$ cat config.mk
export PLATFORM = sky130hd
export DESIGN_NAME = mesh_test_sequencer_flat
export DESIGN_NICKNAME = d
export VERILOG_FILES = /design/src/rtl/mesh_test_sequencer_if.sv /design/src/rtl/mesh_test_sequencer.sv /design/src/flat_wrapper.sv
export SDC_FILE = /design/constraint.sdc
export NUM_CORES = 1
export LEC_CHECK = 0
export ABC_AREA = 1
export BUFFER_PORTS_ARGS = -buffer_cell sky130_fd_sc_hd__buf_2
export CORE_AREA = 2 2 157 159
export CTS_BUF_LIST = sky130_fd_sc_hd__clkbuf_4
export DETAILED_ROUTE_END_ITERATION = 8
export DIE_AREA = 0 0 159 161
export GPL_TIMING_DRIVEN = 0
export SLEW_MARGIN = 10
export SYNTH_ARGS = -nofsm -noshare
export SYNTH_HDL_FRONTEND = slang
export SYNTH_SLANG_ARGS = --single-unit
$ cat constraint.sdc
create_clock -name clk -period 2.4 [get_ports clk]
set_clock_uncertainty 0.2 [all_clocks]
set_input_delay 0.24 -clock clk [delete_from_list [all_inputs] [get_ports clk]]
set_output_delay 0.24 -clock clk [all_outputs]
set_load 0.02 [all_outputs]
$ cat src/rtl/mesh_test_sequencer_if.sv
// Mesh-facing bundle: PE configuration and enable driven by the sequencer,
// per-PE completion flags returned by the mesh.
interface mesh_test_sequencer_if;
   logic [7:0]   pe_enable;
   logic [7:0]   pe_dbg_mode_wire;
   logic [7:0]   pe_flush_wire;
   logic [23:0]  pe_send_num_wire;
   logic [23:0]  pe_receive_num_wire;
   logic [31:0]  pe_rate_wire;
   logic [31:0]  pe_mode_wire;
   logic [191:0] pe_dst_seq_wire;
   logic [7:0]   pe_task_send_finish_flag;
   logic [7:0]   pe_task_receive_finish_flag;

   modport master (
      output pe_enable, pe_dbg_mode_wire, pe_flush_wire, pe_send_num_wire,
             pe_receive_num_wire, pe_rate_wire, pe_mode_wire, pe_dst_seq_wire,
      input  pe_task_send_finish_flag, pe_task_receive_finish_flag
   );

   modport slave (
      input  pe_enable, pe_dbg_mode_wire, pe_flush_wire, pe_send_num_wire,
             pe_receive_num_wire, pe_rate_wire, pe_mode_wire, pe_dst_seq_wire,
      output pe_task_send_finish_flag, pe_task_receive_finish_flag
   );
endinterface

$ cat src/rtl/mesh_test_sequencer.sv
// Drives 8-PE mesh traffic patterns one at a time (or all seven in order),
// waits for PE completion or a per-pattern timeout, and records the results.
module mesh_test_sequencer #(
   parameter int unsigned SETTLE_CYCLES = 4,
   parameter int unsigned DRAIN_CYCLES  = 2
) (
   input  logic                  clk,
   input  logic                  rst,
   input  logic                  start,
   input  logic [2:0]            pattern_sel,
   input  logic                  run_all,
   input  logic                  abort,
   input  logic [15:0]           timeout_limit,
   output logic                  busy,
   output logic                  done,
   output logic [2:0]            cur_pattern,
   output logic [6:0]            pass_vec,
   output logic [6:0]            timeout_vec,
   output logic                  aborted,
   output logic [15:0]           last_latency,
   mesh_test_sequencer_if.master mesh
);

   typedef enum logic [2:0] {StIdle, StConfig, StRun, StDrain, StDone} state_e;

   function automatic logic [2:0] dst_of(input logic [2:0] p, input logic [2:0] i);
      case (p)
         3'd0:    dst_of = ~i;
         3'd1:    dst_of = {i[0], i[1], i[2]};
         3'd2:    dst_of = {i[0], i[2:1]};
         3'd3:    dst_of = {i[1:0], i[2]};
         3'd4:    dst_of = i + 3'd3;
         3'd5:    dst_of = i + 3'd1;
         default: dst_of = 3'd0;
      endcase
   endfunction

   function automatic logic [191:0] dst_bus(input logic [2:0] p);
      logic [191:0] b;
      b = '0;
      for (int i = 0; i < 8; i++) b[24*i +: 3] = dst_of(p, 3'(i));
      return b;
   endfunction

   // Hotspot: PE0 only receives (7 packets), PEs 1-7 only send.
   function automatic logic [23:0] send_bus(input logic [2:0] p);
      logic [23:0] b;
      b = '0;
      for (int i = 0; i < 8; i++) b[3*i +: 3] = (p == 3'd6 && i == 0) ? 3'd0 : 3'd1;
      return b;
   endfunction

   function automatic logic [23:0] recv_bus(input logic [2:0] p);
      logic [23:0] b;
      b = '0;
      for (int i = 0; i < 8; i++) begin
         if (p == 3'd6) b[3*i +: 3] = (i == 0) ? 3'd7 : 3'd0;
         else           b[3*i +: 3] = 3'd1;
      end
      return b;
   endfunction

   state_e         state_q, state_d;
   logic [2:0]     cur_q, cur_d;
   logic           run_all_q, run_all_d;
   logic [15:0]    cnt_q, cnt_d, cnt_inc;
   logic [6:0]     pass_q, pass_d;
   logic [6:0]     to_q, to_d;
   logic           aborted_q, aborted_d;
   logic [15:0]    lat_q, lat_d;
   logic [23:0]    send_num_q, send_num_d;
   logic [23:0]    recv_num_q, recv_num_d;
   logic [191:0]   dst_q, dst_d;
   logic           cfg_load;
   logic           complete;
   logic           flags_idle;

   always_comb begin
      complete = 1'b1;
      for (int i = 0; i < 8; i++) begin
         if (!(mesh.pe_task_send_finish_flag[i] || send_num_q[3*i +: 3] == 3'd0)) begin
            complete = 1'b0;
         end
         if (!(mesh.pe_task_receive_finish_flag[i] || recv_num_q[3*i +: 3] == 3'd0)) begin
            complete = 1'b0;
         end
      end
   end

   assign flags_idle = ~|{mesh.pe_task_send_finish_flag, mesh.pe_task_receive_finish_flag};
   assign cnt_inc    = (cnt_q == 16'hFFFF) ? cnt_q : cnt_q + 16'd1;

   always_comb begin
      state_d   = state_q;
      cur_d     = cur_q;
      run_all_d = run_all_q;
      cnt_d     = cnt_q;
      pass_d    = pass_q;
      to_d      = to_q;
      aborted_d = aborted_q;
      lat_d     = lat_q;
      cfg_load  = 1'b0;
      unique case (state_q)
         StIdle: begin
            if (start && (run_all || pattern_sel != 3'd7)) begin
               state_d   = StConfig;
               cur_d     = run_all ? 3'd0 : pattern_sel;
               run_all_d = run_all;
               pass_d    = '0;
               to_d      = '0;
               aborted_d = 1'b0;
               cnt_d     = 16'd1;
               cfg_load  = 1'b1;
            end
         end
         StConfig: begin
            if (abort) begin
               aborted_d = 1'b1;
               state_d   = StDrain;
               cnt_d     = 16'd1;
            end else if ({16'd0, cnt_q} >= SETTLE_CYCLES && flags_idle) begin
               state_d = StRun;
               cnt_d   = 16'd1;
            end else begin
               cnt_d = cnt_inc;
            end
         end
         StRun: begin
            // cnt_q is the 1-based RUN cycle; >= makes a zero limit expire in cycle 1.
            if (abort) begin
               aborted_d = 1'b1;
               state_d   = StDrain;
               cnt_d     = 16'd1;
            end else if (complete) begin
               pass_d[cur_q] = 1'b1;
               lat_d         = cnt_q;
               state_d       = StDrain;
               cnt_d         = 16'd1;
            end else if (cnt_q >= timeout_limit) begin
               to_d[cur_q] = 1'b1;
               state_d     = StDrain;
               cnt_d       = 16'd1;
            end else begin
               cnt_d = cnt_inc;
            end
         end
         StDrain: begin
            if ({16'd0, cnt_q} >= DRAIN_CYCLES) begin
               if (run_all_q && !aborted_q && cur_q < 3'd6) begin
                  cur_d    = cur_q + 3'd1;
                  state_d  = StConfig;
                  cnt_d    = 16'd1;
                  cfg_load = 1'b1;
               end else begin
                  state_d = StDone;
               end
            end else begin
               cnt_d = cnt_inc;
            end
         end
         StDone:  state_d = StIdle;
         default: state_d = StIdle;
      endcase
      send_num_d = cfg_load ? send_bus(cur_d) : send_num_q;
      recv_num_d = cfg_load ? recv_bus(cur_d) : recv_num_q;
      dst_d      = cfg_load ? dst_bus(cur_d)  : dst_q;
   end

   always_ff @(posedge clk) begin
      if (rst) begin
         state_q    <= StIdle;
         cur_q      <= '0;
         run_all_q  <= 1'b0;
         cnt_q      <= '0;
         pass_q     <= '0;
         to_q       <= '0;
         aborted_q  <= 1'b0;
         lat_q      <= '0;
         send_num_q <= send_bus(3'd0);
         recv_num_q <= recv_bus(3'd0);
         dst_q      <= dst_bus(3'd0);
      end else begin
         state_q    <= state_d;
         cur_q      <= cur_d;
         run_all_q  <= run_all_d;
         cnt_q      <= cnt_d;
         pass_q     <= pass_d;
         to_q       <= to_d;
         aborted_q  <= aborted_d;
         lat_q      <= lat_d;
         send_num_q <= send_num_d;
         recv_num_q <= recv_num_d;
         dst_q      <= dst_d;
      end
   end

   assign busy         = (state_q != StIdle);
   assign done         = (state_q == StDone);
   assign cur_pattern  = cur_q;
   assign pass_vec     = pass_q;
   assign timeout_vec  = to_q;
   assign aborted      = aborted_q;
   assign last_latency = lat_q;

   assign mesh.pe_enable           = (state_q == StRun) ? 8'hFF : 8'h00;
   assign mesh.pe_dbg_mode_wire    = 8'hFF;
   assign mesh.pe_flush_wire       = 8'hFF;
   assign mesh.pe_rate_wire        = 32'h0;
   assign mesh.pe_mode_wire        = {8{4'b0001}};
   assign mesh.pe_send_num_wire    = send_num_q;
   assign mesh.pe_receive_num_wire = recv_num_q;
   assign mesh.pe_dst_seq_wire     = dst_q;

endmodule

$ cat src/flat_wrapper.sv
// flat-port wrapper written by rule: the top's interface ports become plain ports
module mesh_test_sequencer_flat 
#(
   parameter int unsigned SETTLE_CYCLES = 4,
   parameter int unsigned DRAIN_CYCLES  = 2
)
  (clk, rst, start, pattern_sel, run_all, abort, timeout_limit, busy, done, cur_pattern, pass_vec, timeout_vec, aborted, last_latency, mesh_pe_enable, mesh_pe_dbg_mode_wire, mesh_pe_flush_wire, mesh_pe_send_num_wire, mesh_pe_receive_num_wire, mesh_pe_rate_wire, mesh_pe_mode_wire, mesh_pe_dst_seq_wire, mesh_pe_task_send_finish_flag, mesh_pe_task_receive_finish_flag);
  mesh_test_sequencer_if mesh_i ();
  input  logic clk;
  input  logic rst;
  input  logic start;
  input  logic [2:0] pattern_sel;
  input  logic run_all;
  input  logic abort;
  input  logic [15:0] timeout_limit;
  output logic busy;
  output logic done;
  output logic [2:0] cur_pattern;
  output logic [6:0] pass_vec;
  output logic [6:0] timeout_vec;
  output logic aborted;
  output logic [15:0] last_latency;
  output wire logic [$bits(mesh_i.pe_enable)-1:0] mesh_pe_enable;
  output wire logic [$bits(mesh_i.pe_dbg_mode_wire)-1:0] mesh_pe_dbg_mode_wire;
  output wire logic [$bits(mesh_i.pe_flush_wire)-1:0] mesh_pe_flush_wire;
  output wire logic [$bits(mesh_i.pe_send_num_wire)-1:0] mesh_pe_send_num_wire;
  output wire logic [$bits(mesh_i.pe_receive_num_wire)-1:0] mesh_pe_receive_num_wire;
  output wire logic [$bits(mesh_i.pe_rate_wire)-1:0] mesh_pe_rate_wire;
  output wire logic [$bits(mesh_i.pe_mode_wire)-1:0] mesh_pe_mode_wire;
  output wire logic [$bits(mesh_i.pe_dst_seq_wire)-1:0] mesh_pe_dst_seq_wire;
  input wire logic [$bits(mesh_i.pe_task_send_finish_flag)-1:0] mesh_pe_task_send_finish_flag;
  input wire logic [$bits(mesh_i.pe_task_receive_finish_flag)-1:0] mesh_pe_task_receive_finish_flag;
  assign mesh_pe_enable = mesh_i.pe_enable;
  assign mesh_pe_dbg_mode_wire = mesh_i.pe_dbg_mode_wire;
  assign mesh_pe_flush_wire = mesh_i.pe_flush_wire;
  assign mesh_pe_send_num_wire = mesh_i.pe_send_num_wire;
  assign mesh_pe_receive_num_wire = mesh_i.pe_receive_num_wire;
  assign mesh_pe_rate_wire = mesh_i.pe_rate_wire;
  assign mesh_pe_mode_wire = mesh_i.pe_mode_wire;
  assign mesh_pe_dst_seq_wire = mesh_i.pe_dst_seq_wire;
  assign mesh_i.pe_task_send_finish_flag = mesh_pe_task_send_finish_flag;
  assign mesh_i.pe_task_receive_finish_flag = mesh_pe_task_receive_finish_flag;
  mesh_test_sequencer #(.SETTLE_CYCLES(SETTLE_CYCLES), .DRAIN_CYCLES(DRAIN_CYCLES)) u_core (.clk(clk), .rst(rst), .start(start), .pattern_sel(pattern_sel), .run_all(run_all), .abort(abort), .timeout_limit(timeout_limit), .busy(busy), .done(done), .cur_pattern(cur_pattern), .pass_vec(pass_vec), .timeout_vec(timeout_vec), .aborted(aborted), .last_latency(last_latency), .mesh(mesh_i));
endmodule
Word level (Yosys, flattened, before mapping)
Cells that the tools add are included.

Bits in writable memories: 0. Logic and storage cells: 162. Flip-flop bits (word level): 105. Output and inout port bits: 364. Memories kept: 0. Latch bits: 0. Input bits: 40. ROM bits: 0.

Div/mod/pow operators: 0. Add/subtract/negate cells: 2. Equality and inequality tests: 22. Shift-type cells: 0. Muxes and demuxes: 68. Reductions and logical operators: 50. Bitwise operators: 3. Multiply operators: 0. $lt $le $gt $ge: 6.

Operators by type and width (number): $mux 16 (9); $pmux 16 s4 (1); $mux 7 (6); $mux 3 (13); $pmux 3 s4 (3); $logic_not 3->1 (11); $pmux 3 s5 (2); $pmux 7 s2 (2); $pmux 3 s3 (3); $mux 1 (23); $add 16x1->16 const B (1); $eq 16x16->1 const B (1); $ge 16x16->1 (1); $ge 16x2->1 const B (1); $ge 16x3->1 const B (1); $reduce_or 16->1 (1); $or 7x7->7 (2); $reduce_or 2->1 (7); $eq 3x2->1 const B (4); $eq 3x3->1 const B (4); $pmux 3 s2 (2); $logic_or 1x1->1 (10); $ne 2x1->1 const B (5); $reduce_and 3->1 (3); 22 further kinds (35).

Depth between registers and ports, before layout
Depth after elaboration: 21. Depth in mapped cells: 15. Mapped depth without buffers: 15.

Worst setup path before layout
OpenSTA, ideal clock, no wires.

Path kind: reg2reg. Start: reg u_core.state_q[1]. End: reg u_core.cnt_q[11]. Path slack: 0.258 ns. Cell stages (with the launch flop): 10. Path buffers: 1. Library setup time: 0.071 ns. Required time: 2.129 ns. Clock period less this slack: 2.142 ns. Data arrival time: 1.871 ns. Cells stage by stage: dfxtp_1 > inv_1 > nor3_2 > inv_2 > nor2_2 > nand4_2 > nand2_2 > buf_4 > nand2_1 > a21oi_1.

Cells in the longest elaborated chain, start to end: 3. Elaborated cells on any way between the ends: 9. Those cells by class: eq/ne (5); mux (1); reduce/logical (3).

Ends and longest elaborated chain: start, declared (line mesh_test_sequencer.sv:63) `state_e state_q, state_d;`; start signal, assigned (line mesh_test_sequencer.sv:171) `state_q <= StIdle;`; start signal, assigned (line mesh_test_sequencer.sv:183) `state_q <= state_d;`; $eq 3x2->1, or another cell as far along (line mesh_test_sequencer.sv:103) `unique case (state_q)`; $ne 3x3->1 (no source line), or another cell as far along; $reduce_and 3->1 (no source line); end signal, assigned (line mesh_test_sequencer.sv:186) `cnt_q <= cnt_d;`; end, declared (line mesh_test_sequencer.sv:66) `logic [15:0] cnt_q, cnt_d, cnt_inc;`.

Several ways; a longest one is shown, not always the timed one. A chain may end at the register's enable or synchronous reset.

Final worst setup path
Start: reg u_core.cnt_q[12]. End: reg u_core.cnt_q[11].

Cells in the longest elaborated chain, start to end: 6. Elaborated cells on any way between the ends: 15. Those cells by class: order compare (3); eq/ne (2); mux (8); reduce/logical (2).

Ends and longest elaborated chain: parallel branches: the longest is 6 deep, another holds $ge 16x16->1.

Parallel ways; which one is timed is not known.

==> impl_metrics.py <==
metrics = {
    "status": {
        "status": "completed",
    },
    "grt": {
        "first_global_vias": 5231,
        "grt_pass1_wl_um": 26230,
        "antenna_found_initial": 1,
        "globalRouteOverflowTotal": 0,
        "grt_max_degree": 13,
        "gr-usage-all-layers": 0.1236,
    },
    "placement": {
        "pre_cts_ws_ns": -0.4873,
        "hpwl_um": 14210,
        "gp_congestion": 0.8198,
        "portBuffers": 115,
    },
    "synth": {
        "synth_edf_count": 0,
        "ys_ff_latch": 78,
        "synthCells": 947,
        "yosys_warnings": 0,
        "avgSynthCellArea_sq_um": 7.107,
        "ys_types": 43,
        "seq_area_frac_synth": 0.2320,
        "synth_async_sr_flop_share": 0,
        "synth_flop_cell": "dfxtp_1",
        "syn_area_sq_mm": 0.006730,
    },
    "power_and_ir_drop": {
        "peakVddDrop_v": 0.0003544,
        "p_clk_frac": 0.166,
        "comb_power_share": 0.536,
        "p_int_mw": 2.984,
        "switching_share": 0.4521,
        "powerDensity_mw_per_mm2": 599.4,
        "seq_power_share": 0.298,
        "power.switching_mw": 2.462,
        "p_leak_nw": 5.282,
    },
    "worst_setup_path": {
        "critPathSlowestCell": "dfxtp_1",
        "crit_type": "reg2reg",
        "path_max_fanout": 10,
        "r2r_setup_slack_ns": 0.13,
        "crit_required_ns": 2.48,
        "critPathLaunchType": "flip-flop",
        "cp_common_cell": "nand2_1",
        "reg2reg_from": "u_core.cnt_q[12]$_SDFFE_PP0P_",
        "end_kind": "flip-flop",
        "worst_ep_arrival_time_ns": 2.35,
        "cp_cell_sequence": "ha_1 -> nand2_1 -> nor3_2 -> nand3_2 -> nand4_4 -> nand2_4 -> buf_4 -> nand2_1 -> a21oi_1",
        "worst_r2r_path_depth": 9,
        "r2r-end": "u_core.cnt_q[11]$_SDFFE_PP0P_",
        "slowest_delay_ns": 0.41,
    },
    "floorplanning": {
        "die_w_um": 159,
        "die_h_um": 161,
        "io_pins": 404,
        "initial_core_util": 0.2809,
        "die-area_sq_mm": 0.02560,
        "num_rows": 57,
        "core_area_sq_mm": 0.02396,
    },
    "min_path": {
        "holdPathStages": 2,
        "min_from": "rst",
        "min_to": "u_core.cur_pattern[0]$_SDFF_PP0_",
        "min_path_type": "in2reg",
    },
    "sta": {
        "tightest_slew_ns": 0.6120,
        "finalWorstSetupSlack_ns": 0.1322,
        "max_freq_mhz": 441.0,
        "setup_viol": 0,
        "period_share": 0.9449,
        "timing.hold.ws_ns": 0.05696,
        "min_period_ns": 2.268,
        "hold_viol": 0,
        "drv_slew": 0,
        "max-slew-margin-rel": 0.5920,
    },
    "clock_tree": {
        "h-tree-depth": 3,
        "clockBufferDepth": 2,
        "path_clk_slew_ns": 0.13,
        "insertion_delay_ns": 0.43,
        "tritoncts": "done",
        "cts-buffers-inserted": 9,
        "cts-root-buf": "clkbuf_4",
        "cts_num_sinks": 78,
    },
    "detailed_routing": {
        "routedWlPerCell_um": 9.859,
        "vias": 5910,
        "antenna_left": 0,
        "drc_errors": 0,
        "viasPerCell": 3.491,
        "wirelength_um": 16690,
        "drtIter0Drc": 186,
        "first_pass_iters": 4,
    },
    "cells_and_area": {
        "drive_above_1_share": 0.3765,
        "syn2layout_area_growth_pct": 35.03,
        "nets": 1423,
    },
    "flow_run": {
        "maxCapViolCount": 0,
    },
}
-- per-layer routing --
layer	routed length, um	vias to the layer above	GRT usage
met5	0	-	0
met2	8791	212	0.2344
met1	6444	2473	0.1396
li1	-	3213	-
met3	1253	12	0.02851
met4	202	0	0.02975
-- final cells by class --
type                            count  area (sq um)
Antenna cell                        1         2.502
Buffer                            319          2349
Clock buffer                       11         82.58
Clock inverter                      4         72.57
Fill cell                        2584         14880
Inverter                          106         397.9
Multi-Input combinational cell    729          3567
Sequential cell                    78          1585
Tap cell                          324         405.4
Timing Repair Buffer              121         625.6
-- kinds of logic after synthesis --
| logic type | share of synthesized area |
|---|---|
| and+or+nand+nor | 0.2283 |
| AOI/OAI and AO/OA | 0.08887 |
| other | 0.001116 |
| adders and majority gates | 0.03532 |
| DFF | 0.2320 |
| xor gates and xnor gates | 0.006508 |
| buffers and inverters | 0.4079 |
-- worst max-delay path, delay by kind of cell (launching register included) --
kind	cells	cell delay (ns)
compound gates	1	0.06
fa+ha+maj	1	0.32
buf+inv	1	0.18
flops	1	0.41
simple gates	6	0.97
-- power by group through the flow --
stage                     registers (mW)  logic (mW)  clock network (mW)
after floorplan                     1.77        2.11                   0
after global placement              1.64        2.83                   0
after detailed placement            1.64        2.84                   0
after CTS                           1.62        2.87               0.937
after global routing                1.65        3.21                1.00
final                               1.63        2.92               0.904
-- placed cells by master, fill, tap and decap left out, types with 8 or more instances in the layout --
cell	count
nand3_1	30
buf_2	119
a21oi_1	44
dfxtp_2	10
a211oi_1	16
clkbuf_1	9
buf_4	309
nor2_1	78
conb_1	287
ha_1	19
nand4_1	13
nor2_4	8
nand2_1	137
o21a_1	9
dfxtp_1	65
clkbuf_4	11
nor3_1	17
inv_1	95
inv_2	10
o21ai_0	15
-- sequential cells by signal, indices dropped and copies added (netlist names) --
| signal | cells |
|---|---|
| u_core.mesh.pe_dst_seq_wire | 22 |
| u_core.cnt_q | 16 |
| u_core.last_latency | 16 |
| u_core.pass_vec | 7 |
| u_core.timeout_vec | 7 |
| u_core.cur_pattern | 3 |
| u_core.state_q | 3 |
| u_core.mesh.pe_receive_num_wire | 2 |
| u_core.aborted | 1 |
| u_core.run_all_q | 1 |
-- synthesized netlist by cell type (2+ instances only) --
library cell,count,area (sq um)
buf_2,4,20.02
a21oi_2,3,26.28
inv_1,95,356.6
xnor2_1,2,17.52
dfxtp_1,78,1562
nand3_1,31,155.2
o211ai_1,3,22.52
buf_4,305,2290
clkbuf_1,10,37.54
nand3_2,4,40.04
a211oi_1,16,120.1
nand2_2,7,43.79
o21a_1,9,67.56
nor3_1,18,90.09
nor2_4,7,78.83
nor2_1,80,300.3
nand2_1,138,518.0
nand4_1,13,81.33
ha_1,19,237.7
nor3_2,3,30.03
xor2_1,3,26.28
nand3_4,3,52.55
nor2_2,5,31.28
nand2_4,4,45.04
conb_1,2,7.510
inv_2,10,37.54
a21oi_1,45,225.2
o21ai_0,15,75.07
-- timing repair --
action                                  4_1_cts  5_1_grt
endpoints found under the hold margin         2        0
endpoints found under the setup margin       57       37
gates resized for setup                      15       17
pin swaps                                     1        1
hold buffers                                  2        0
setup buffers                                 2        2
-- worst max path at each step --
stage / endpoint / slack (ns) / cells past startpoint / from
after detailed placement: u_core.last_latency[2]$_SDFFE_PP0P_ / -0.49 / 7 / u_core.state_q[1]$_SDFFE_PP0P_
after floorplan: u_core.cnt_q[11]$_SDFFE_PP0P_ / 0.26 / 9 / u_core.state_q[1]$_SDFFE_PP0P_
after global routing: u_core.cnt_q[11]$_SDFFE_PP0P_ / -0.02 / 9 / u_core.cnt_q[12]$_SDFFE_PP0P_
final: u_core.cnt_q[11]$_SDFFE_PP0P_ / 0.13 / 9 / u_core.cnt_q[12]$_SDFFE_PP0P_
after global placement: u_core.last_latency[14]$_SDFFE_PP0P_ / -0.39 / 8 / u_core.state_q[1]$_SDFFE_PP0P_
after CTS: u_core.cnt_q[12]$_SDFFE_PP0P_ / 0.01 / 11 / u_core.cnt_q[11]$_SDFFE_PP0P_
-- through the flow --
stage / power (mW) / cells / utilization / TNS (ns) / cell area, sq um
2_1_floorplan: 3.879 / 1232 / - / 0 / 7800
3_3_place_gp: 4.470 / 1671 / 0.3664 / -7.888 / 8781
3_5_place_dp: 4.479 / 1671 / 0.3664 / -10.61 / 8781
4_1_cts: 5.430 / 1690 / 0.3756 / 0 / 9001
5_1_grt: 5.867 / 1693 / 0.3792 / -0.04918 / 9087
6_report: 5.447 / 1693 / 0.3792 / 0 / 9087
(Power assumes the default switching activity.)
